File: src/rtl/compound_arbiter.sv
// ============================================================================
// Module   : compound_arbiter
// Brief    : Two-requester arbiter feeding one CompoundType channel, with
//            write priority, starvation guard and a transfer counter.
// Revision : 1.0 - initial release
// ============================================================================
`default_nettype none

package compound_arbiter_pkg;
    typedef enum logic {
        MODE_READ  = 1'b0,
        MODE_WRITE = 1'b1
    } mode_t;

    typedef struct packed {
        mode_t      mode;
        logic [7:0] x;
        logic [7:0] y;
    } CompoundType;
endpackage

module compound_arbiter
    import compound_arbiter_pkg::*;
#(
    parameter int PRIO_WRITE = 1,
    parameter int STARVE_MAX = 3,
    parameter int CNT_W      = 16
) (
    input  logic              clk,
    input  logic              rst,
    input  CompoundType       a_in,
    input  logic              a_in_sync,
    output logic              a_in_notify,
    input  CompoundType       b_in,
    input  logic              b_in_sync,
    output logic              b_in_notify,
    output CompoundType       m_out,
    input  logic              m_out_sync,
    output logic              m_out_notify,
    output logic              grant_id,
    output logic [CNT_W-1:0]  xfer_count
);

    localparam logic [3:0] c_STARVE_MAX = 4'(STARVE_MAX);
    localparam logic [3:0] c_STARVE_SAT = 4'hF;

    typedef enum logic [0:0] {
        ST_IDLE = 1'b0,
        ST_SEND = 1'b1
    } state_t;

    state_t             r_state,        w_state_nxt;
    logic               r_a_notify,     w_a_notify_nxt;
    logic               r_b_notify,     w_b_notify_nxt;
    logic               r_m_notify,     w_m_notify_nxt;
    CompoundType        r_m_out,        w_m_out_nxt;
    logic               r_grant_id,     w_grant_id_nxt;
    logic               r_last_grant,   w_last_grant_nxt;
    logic [3:0]         r_starve_a,     w_starve_a_nxt;
    logic [3:0]         r_starve_b,     w_starve_b_nxt;
    logic [CNT_W-1:0]   r_xfer_count,   w_xfer_count_nxt;

    logic               w_contested;
    logic               w_win_b;

    assign w_contested = a_in_sync & b_in_sync;

    // Winner selection; only meaningful while at least one sync is high.
    always_comb begin
        w_win_b = b_in_sync;
        if (w_contested) begin
            if (r_starve_a >= c_STARVE_MAX) begin
                w_win_b = 1'b0;
            end else if (r_starve_b >= c_STARVE_MAX) begin
                w_win_b = 1'b1;
            end else if ((PRIO_WRITE != 0) && (a_in.mode != b_in.mode)) begin
                w_win_b = (b_in.mode == MODE_WRITE);
            end else begin
                w_win_b = ~r_last_grant;
            end
        end
    end

    always_comb begin
        w_state_nxt      = r_state;
        w_a_notify_nxt   = 1'b0;
        w_b_notify_nxt   = 1'b0;
        w_m_notify_nxt   = r_m_notify;
        w_m_out_nxt      = r_m_out;
        w_grant_id_nxt   = r_grant_id;
        w_last_grant_nxt = r_last_grant;
        w_starve_a_nxt   = r_starve_a;
        w_starve_b_nxt   = r_starve_b;
        w_xfer_count_nxt = r_xfer_count;

        case (r_state)
            ST_IDLE: begin
                if (a_in_sync | b_in_sync) begin
                    w_state_nxt      = ST_SEND;
                    w_m_out_nxt      = w_win_b ? b_in : a_in;
                    w_grant_id_nxt   = w_win_b;
                    w_last_grant_nxt = w_win_b;
                    w_a_notify_nxt   = ~w_win_b;
                    w_b_notify_nxt   = w_win_b;
                    w_m_notify_nxt   = 1'b1;
                    if (w_win_b) begin
                        w_starve_b_nxt = 4'd0;
                        if (w_contested && (r_starve_a != c_STARVE_SAT)) begin
                            w_starve_a_nxt = r_starve_a + 4'd1;
                        end
                    end else begin
                        w_starve_a_nxt = 4'd0;
                        if (w_contested && (r_starve_b != c_STARVE_SAT)) begin
                            w_starve_b_nxt = r_starve_b + 4'd1;
                        end
                    end
                end
            end
            ST_SEND: begin
                if (m_out_sync) begin
                    w_state_nxt      = ST_IDLE;
                    w_m_notify_nxt   = 1'b0;
                    w_xfer_count_nxt = r_xfer_count + CNT_W'(1);
                end
            end
            default: begin
                w_state_nxt = ST_IDLE;
            end
        endcase
    end

    // last_grant resets to B so that A wins the first round-robin tie.
    always_ff @(posedge clk or posedge rst) begin
        if (rst) begin
            r_state      <= ST_IDLE;
            r_a_notify   <= 1'b0;
            r_b_notify   <= 1'b0;
            r_m_notify   <= 1'b0;
            r_m_out      <= '{mode: MODE_READ, x: 8'd0, y: 8'd0};
            r_grant_id   <= 1'b0;
            r_last_grant <= 1'b1;
            r_starve_a   <= 4'd0;
            r_starve_b   <= 4'd0;
            r_xfer_count <= '0;
        end else begin
            r_state      <= w_state_nxt;
            r_a_notify   <= w_a_notify_nxt;
            r_b_notify   <= w_b_notify_nxt;
            r_m_notify   <= w_m_notify_nxt;
            r_m_out      <= w_m_out_nxt;
            r_grant_id   <= w_grant_id_nxt;
            r_last_grant <= w_last_grant_nxt;
            r_starve_a   <= w_starve_a_nxt;
            r_starve_b   <= w_starve_b_nxt;
            r_xfer_count <= w_xfer_count_nxt;
        end
    end

    assign a_in_notify  = r_a_notify;
    assign b_in_notify  = r_b_notify;
    assign m_out_notify = r_m_notify;
    assign m_out        = r_m_out;
    assign grant_id     = r_grant_id;
    assign xfer_count   = r_xfer_count;

endmodule

`default_nettype wire

File: config.mk
export PLATFORM = sky130hd
export DESIGN_NAME = compound_arbiter
export DESIGN_NICKNAME = d
export VERILOG_FILES = /design/src/rtl/compound_arbiter.sv
export SDC_FILE = /design/constraint.sdc
export NUM_CORES = 1
export LEC_CHECK = 0
export ABC_AREA = 1
export CORE_MARGIN = 2
export CORE_UTILIZATION = 40
export CTS_CLUSTER_SIZE = 24
export DETAILED_ROUTE_END_ITERATION = 10
export DONT_BUFFER_PORTS = 1
export HOLD_SLACK_MARGIN = 0.02
export PLACE_DENSITY = 0.64
export SYNTH_ARGS = -nofsm -noshare
export SYNTH_HDL_FRONTEND = slang
export SYNTH_SLANG_ARGS = --single-unit
File: constraint.sdc
create_clock -name clk -period 1.61 [get_ports clk]
set_clock_uncertainty 0.15 [all_clocks]
set_input_delay 0.4025 -clock clk [delete_from_list [all_inputs] [get_ports clk]]
set_output_delay 0.4025 -clock clk [all_outputs]
set_load 0.02 [all_outputs]
==> After elaboration in Yosys (flattened, before gate mapping) <==
Cells that the tools add are included.
W data, S select, Z words.
{ "op_classes": {"eq_ne": 6, "n_mux": 19, "n_reduce_logical": 8, "bitwise": 5, "add_sub_neg": 3, "n_lt_le_gt_ge": 2} }
{ "ops": {"columns": ["op", "count"], "rows": [
  ["$mux W17", 1],
  ["$add A16 B1 Y16 const B", 1],
  ["$mux W4", 4],
  ["$mux W1", 12],
  ["$add A4 B1 Y4 const B", 2],
  ["$ge A4 B2 Y1 const B", 2],
  ["$ne A4 B4 Y1 const B", 2],
  ["$reduce_and A2 Y1", 3],
  ["$reduce_and A3 Y1", 2],
  ["$ne A2 B2 Y1 const B", 2],
  ["$pmux W1 S2", 2],
  ["$not A1 Y1", 3],
  ["$logic_and A1 B1 Y1", 2],
  ["$ne A2 B1 Y1 const B", 1],
  ["$reduce_bool A2 Y1", 1],
  ["$and A1 B1 Y1", 1],
  ["$ne A1 B1 Y1", 1],
  ["$or A1 B1 Y1", 1]
]} }
{ "totals": {"inputBits": 39, "out_inout_bits": 37, "wordCells": 55, "ff_bits": 47} }

==> Longest topological paths before layout <==
Gate-level depths: netlist of run 1.
{ "logic_depth": {"depth_word": 8, "ltp_mapped": 9, "depth_no_buf": 8} }

==> Worst setup path before layout of run 1 <==
OpenSTA, ideal clock, no wires.
{ "synth_timing": {"path_kind": "register -> register", "from": "reg r_starve_b[0]", "to": "reg r_m_out, in the netlist m_out[11]", "slack_ns": 0.035, "period_less_slack_ns": 1.575, "setup_ns": 0.125, "path_buffers": 1, "t_required_ns": 1.335, "path_stages_with_launch": 9, "arrival_ns": 1.300, "cell_sequence": "dfrtp_1 > ha_1 > nor2_4 > nand4_4 > nand3_4 > nand2_4 > buf_8 > nand3_1 > nand3_1"} }
{ "synth_between": {"elab_chain_len": 5} }
{ "synth_lines": {"columns": ["item", "line", "rtl"], "rows": [
  ["from (decl)", "60", "logic [3:0] r_starve_b, w_starve_b_nxt;"],
  ["from (signal assigned)", "154", "r_starve_b <= w_starve_b_nxt;"],
  ["$ge A4 B2 Y1", "74", "end else if (r_starve_b >= c_STARVE_MAX) begin"],
  ["$mux W1", "74", null],
  ["$mux W1", "72", "if (r_starve_a >= c_STARVE_MAX) begin"],
  ["$mux W1", "71", "if (w_contested) begin"],
  ["$mux W17", "100", "w_m_out_nxt = w_win_b ? b_in : a_in;"],
  ["to (signal assigned)", "139", "r_m_out <= '{mode: MODE_READ, x: 8'd0, y: 8'd0};"],
  ["to (signal assigned)", "150", "r_m_out <= w_m_out_nxt;"],
  ["to (decl)", "56", "CompoundType r_m_out, w_m_out_nxt;"]
]} }
Every way passes these cells.
A chain may end at the register's enable or synchronous reset.

==> Final worst setup path of run 1 <==
{ "layout_timing": {"from": "reg r_starve_b[1]", "to": "reg r_m_out, in the netlist m_out[0]"} }
The elaborated chain is that of the path after synthesis.

==> metrics.yaml, run 1 <==
finish:
  fill_cells: 606
  area_growth_pct: 22.76
  seqCellArea_mm2: 0.001177
  multi_input_area_mm2: 0.001266
  drive_above_1_share_pct: 26.12
  diodes: 0
  finalNetCount: 398
logic_synthesis:
  synth_seq_area_share_pct: 46.06
  synth_ff_type: "dfrtp_1"
  yosysMostFrequentCell: "nand2_1"
  yosysWarningCount: 0
  synth_area_mm2: 0.002556
  synthTopCellsByCount: "nand2_1, inv_1, nand3_1, dfrtp_1, nor2_1"
  synth_async_sr_flop_share_pct: 100.0
  syn_nets: 366
  synth_area_per_cell_um2: 7.890
  synth_edf_count: 0
  yosysTopAreaCell: "dfrtp_1"
  synth-seq-cells: 47
  synthTopCellsByArea: "dfrtp_1, nand2_1, nand3_1, inv_1, nor2_1"
  synth_top_area_share_pct: 45.03
  ys_types: 27
  syn_inst: 324
grt:
  antenna_found_initial: 0
  grt_pass1_wl_um: 9673
  grt_pass1_vias: 2134
  grtUsageTotal_pct: 16.81
  gr-total-overflow: 0
  grt_max_degree: 31
placement:
  gp_congestion: 0.8119
  dp_hpwl_um: 4321
  place_worst_setup_slack_ps: -31.29
  port_buffers: 0
drt:
  ant_nets: 0
  wirelength_um: 6048
  first_pass_iters: 4
  drcViolationCount: 0
  drt_iter0_markers: 55
  wire_per_inst_um: 13.97
  routed_via_density: 4.998
  vias: 2164
run_status:
  status: "complete, no violations"
timing:
  period_needed_ps: 1604
  tightest_slew_ps: 420.2
  fmax_mhz: 623.5
  final.setup.tns_ps: 0
  hold_violations: 0
  max-slew-margin-rel_pct: 71.93
  slew_viol_final: 0
  period_share_pct: 99.62
  setup_slack_ps: 6.066
  rsz0062_at_grt: "true"
  final-setup-viol-count: 0
setup_path:
  cp.required_ps: 1640
  reg2reg_slack_ps: 6
  cp_max_fo: 5
  cp_data_arrival_time_ps: 1630
  r2r_cells: 8
  crit_type: "register to register"
  rr_startpoint: "r_starve_b[1]"
  r2r-end: "m_out[0]"
  cp-end-kind: "register"
  start_kind: "register"
clock_network:
  clkTransAtPathRegs_ps: 90
  cts_buffer_depth: 2
  clk_latency_ps: 290
  cts_made_buffers: 5
  root_buffer: "clkbuf_8"
  cts_tree: "yes"
  clock-sinks: 47
  htree_levels: 2
floorplan:
  rows: 29
  core_area_mm2: 0.006277
  die_x_um: 83.94
  start_util_pct: 40.72
  die_height_um: 83.94
  pin_count: 76
  die_area_mm2: 0.007046
worst_hold_path:
  holdCritStartpoint: "m_out_sync"
  hold_end: "r_state"
  whs_path_depth: 1
  hold_path_class: "primary input to register"
pwr:
  ir_drop_uv: 715.4
  p_total_mw: 4.531
  p_leak_nw: 1.659
  powerDensity_mw_per_mm2: 1444
job:
  cap_viol_max_count: 0
==> logic make-up after synthesis <==
| group | count (synthesis) | synth area share (%) |
|---|---|---|
| buffers and inverters | 67 | 10.87 |
| XOR/XNOR | 13 | 4.454 |
| AO/OA/AOI/OAI | 12 | 2.349 |
| flip-flops | 47 | 46.06 |
| adder cells (fa/ha/maj) | 3 | 1.469 |
| AND/OR/NAND/NOR | 182 | 34.80 |
==> worst max path at each step <==
stage,start,cells after the start,end
after floorplan,r_starve_b[0],8,m_out[11]
after global placement,r_starve_b[0],8,m_out[1]
after detailed placement,r_starve_b[0],8,m_out[7]
after CTS,r_starve_b[0],8,m_out[6]
after global routing,r_starve_a[0],7,m_out[4]
final,r_starve_b[1],8,m_out[0]
==> critical path: stages (launching register included) <==
cell and delay, ps:
dfrtp_1 390, ha_2 210, nor2_4 140, nand4_4 100, nand3_4 140, buf_6 160
nand3_2 70, nand3_2 70, nand2_1 50
==> where the power goes <==
part	leakage [nW]	internal (mW)	switching [mW]	total, mW
clock	0.0477	0.346	0.391	0.737
combinational	1.02	0.688	0.897	1.58
sequential	0.594	1.57	0.642	2.21
total	1.66	2.60	1.93	4.53
==> final cells by class <==
type,count,share of cell area [%]
Multi-Input combinational cell,210,40.35
Sequential cell,47,37.52
Timing Repair Buffer,34,9.091
Inverter,58,7.057
Tap cell,77,3.070
Clock buffer,6,2.632
Clock inverter,1,0.2791
==> registers in the layout, indices dropped and copies added, names as in the netlist <==
signal and cells:
r_starve_a 4, m_out_notify 1, r_last_grant 1, r_state 1
grant_id 1, a_in_notify 1, xfer_count 16, b_in_notify 1
r_starve_b 4, m_out 17
==> per-stage QoR <==
| step | hold slack [ps] | cell area (um^2) | instances | utilization [%] |
|---|---|---|---|---|
| after floorplan | 275.4 | 2560 | 324 | - |
| after global placement | 153.5 | 2815 | 419 | 44.85 |
| after detailed placement | 151.8 | 2815 | 419 | 44.85 |
| after CTS | 34.26 | 2949 | 428 | 46.98 |
| after global routing | 24.55 | 3138 | 433 | 49.99 |
| final | 45.61 | 3138 | 433 | 49.99 |
==> placed cells by master (no fill, tap or decap), types with 6 or more instances in the layout <==
master    count
nand2_1      83
inv_1        56
dfrtp_1      46
nand3_1      29
buf_4        28
nand3_2      20
nor2_1       18
nand2_2      11
xor2_1        8
clkbuf_8      6
==> per-layer routing <==
metal  wire (um)  global-route usage, %  vias up
met5           0                      0        -
met4          90                  4.692        0
met3         281                  3.858       10
met2        3002                  28.95       68
met1        2674                  21.13     1021
li1            -                      -     1065
==> timing repair <==
action	in CTS	in global routing
setup buffers	0	5
pin swaps	0	18
endpoints found under the setup margin	22	31
gates resized for setup	7	35
hold buffers	1	0
cloned	1	0
hold endpoints to repair	16	0
No activity file was read; power rests on OpenSTA's default activity.
==> run 2: changes to the inputs <==
--- a/config.mk
+++ b/config.mk
@@ -11,6 +11,7 @@
 export CTS_CLUSTER_SIZE = 24
 export DETAILED_ROUTE_END_ITERATION = 10
 export DONT_BUFFER_PORTS = 1
+export GPL_ROUTABILITY_DRIVEN = 0
 export HOLD_SLACK_MARGIN = 0.02
 export PLACE_DENSITY = 0.64
 export SYNTH_ARGS = -nofsm -noshare
==> results of run 2 <==
Final layout, timing and power as in run 1 (identical DEF).
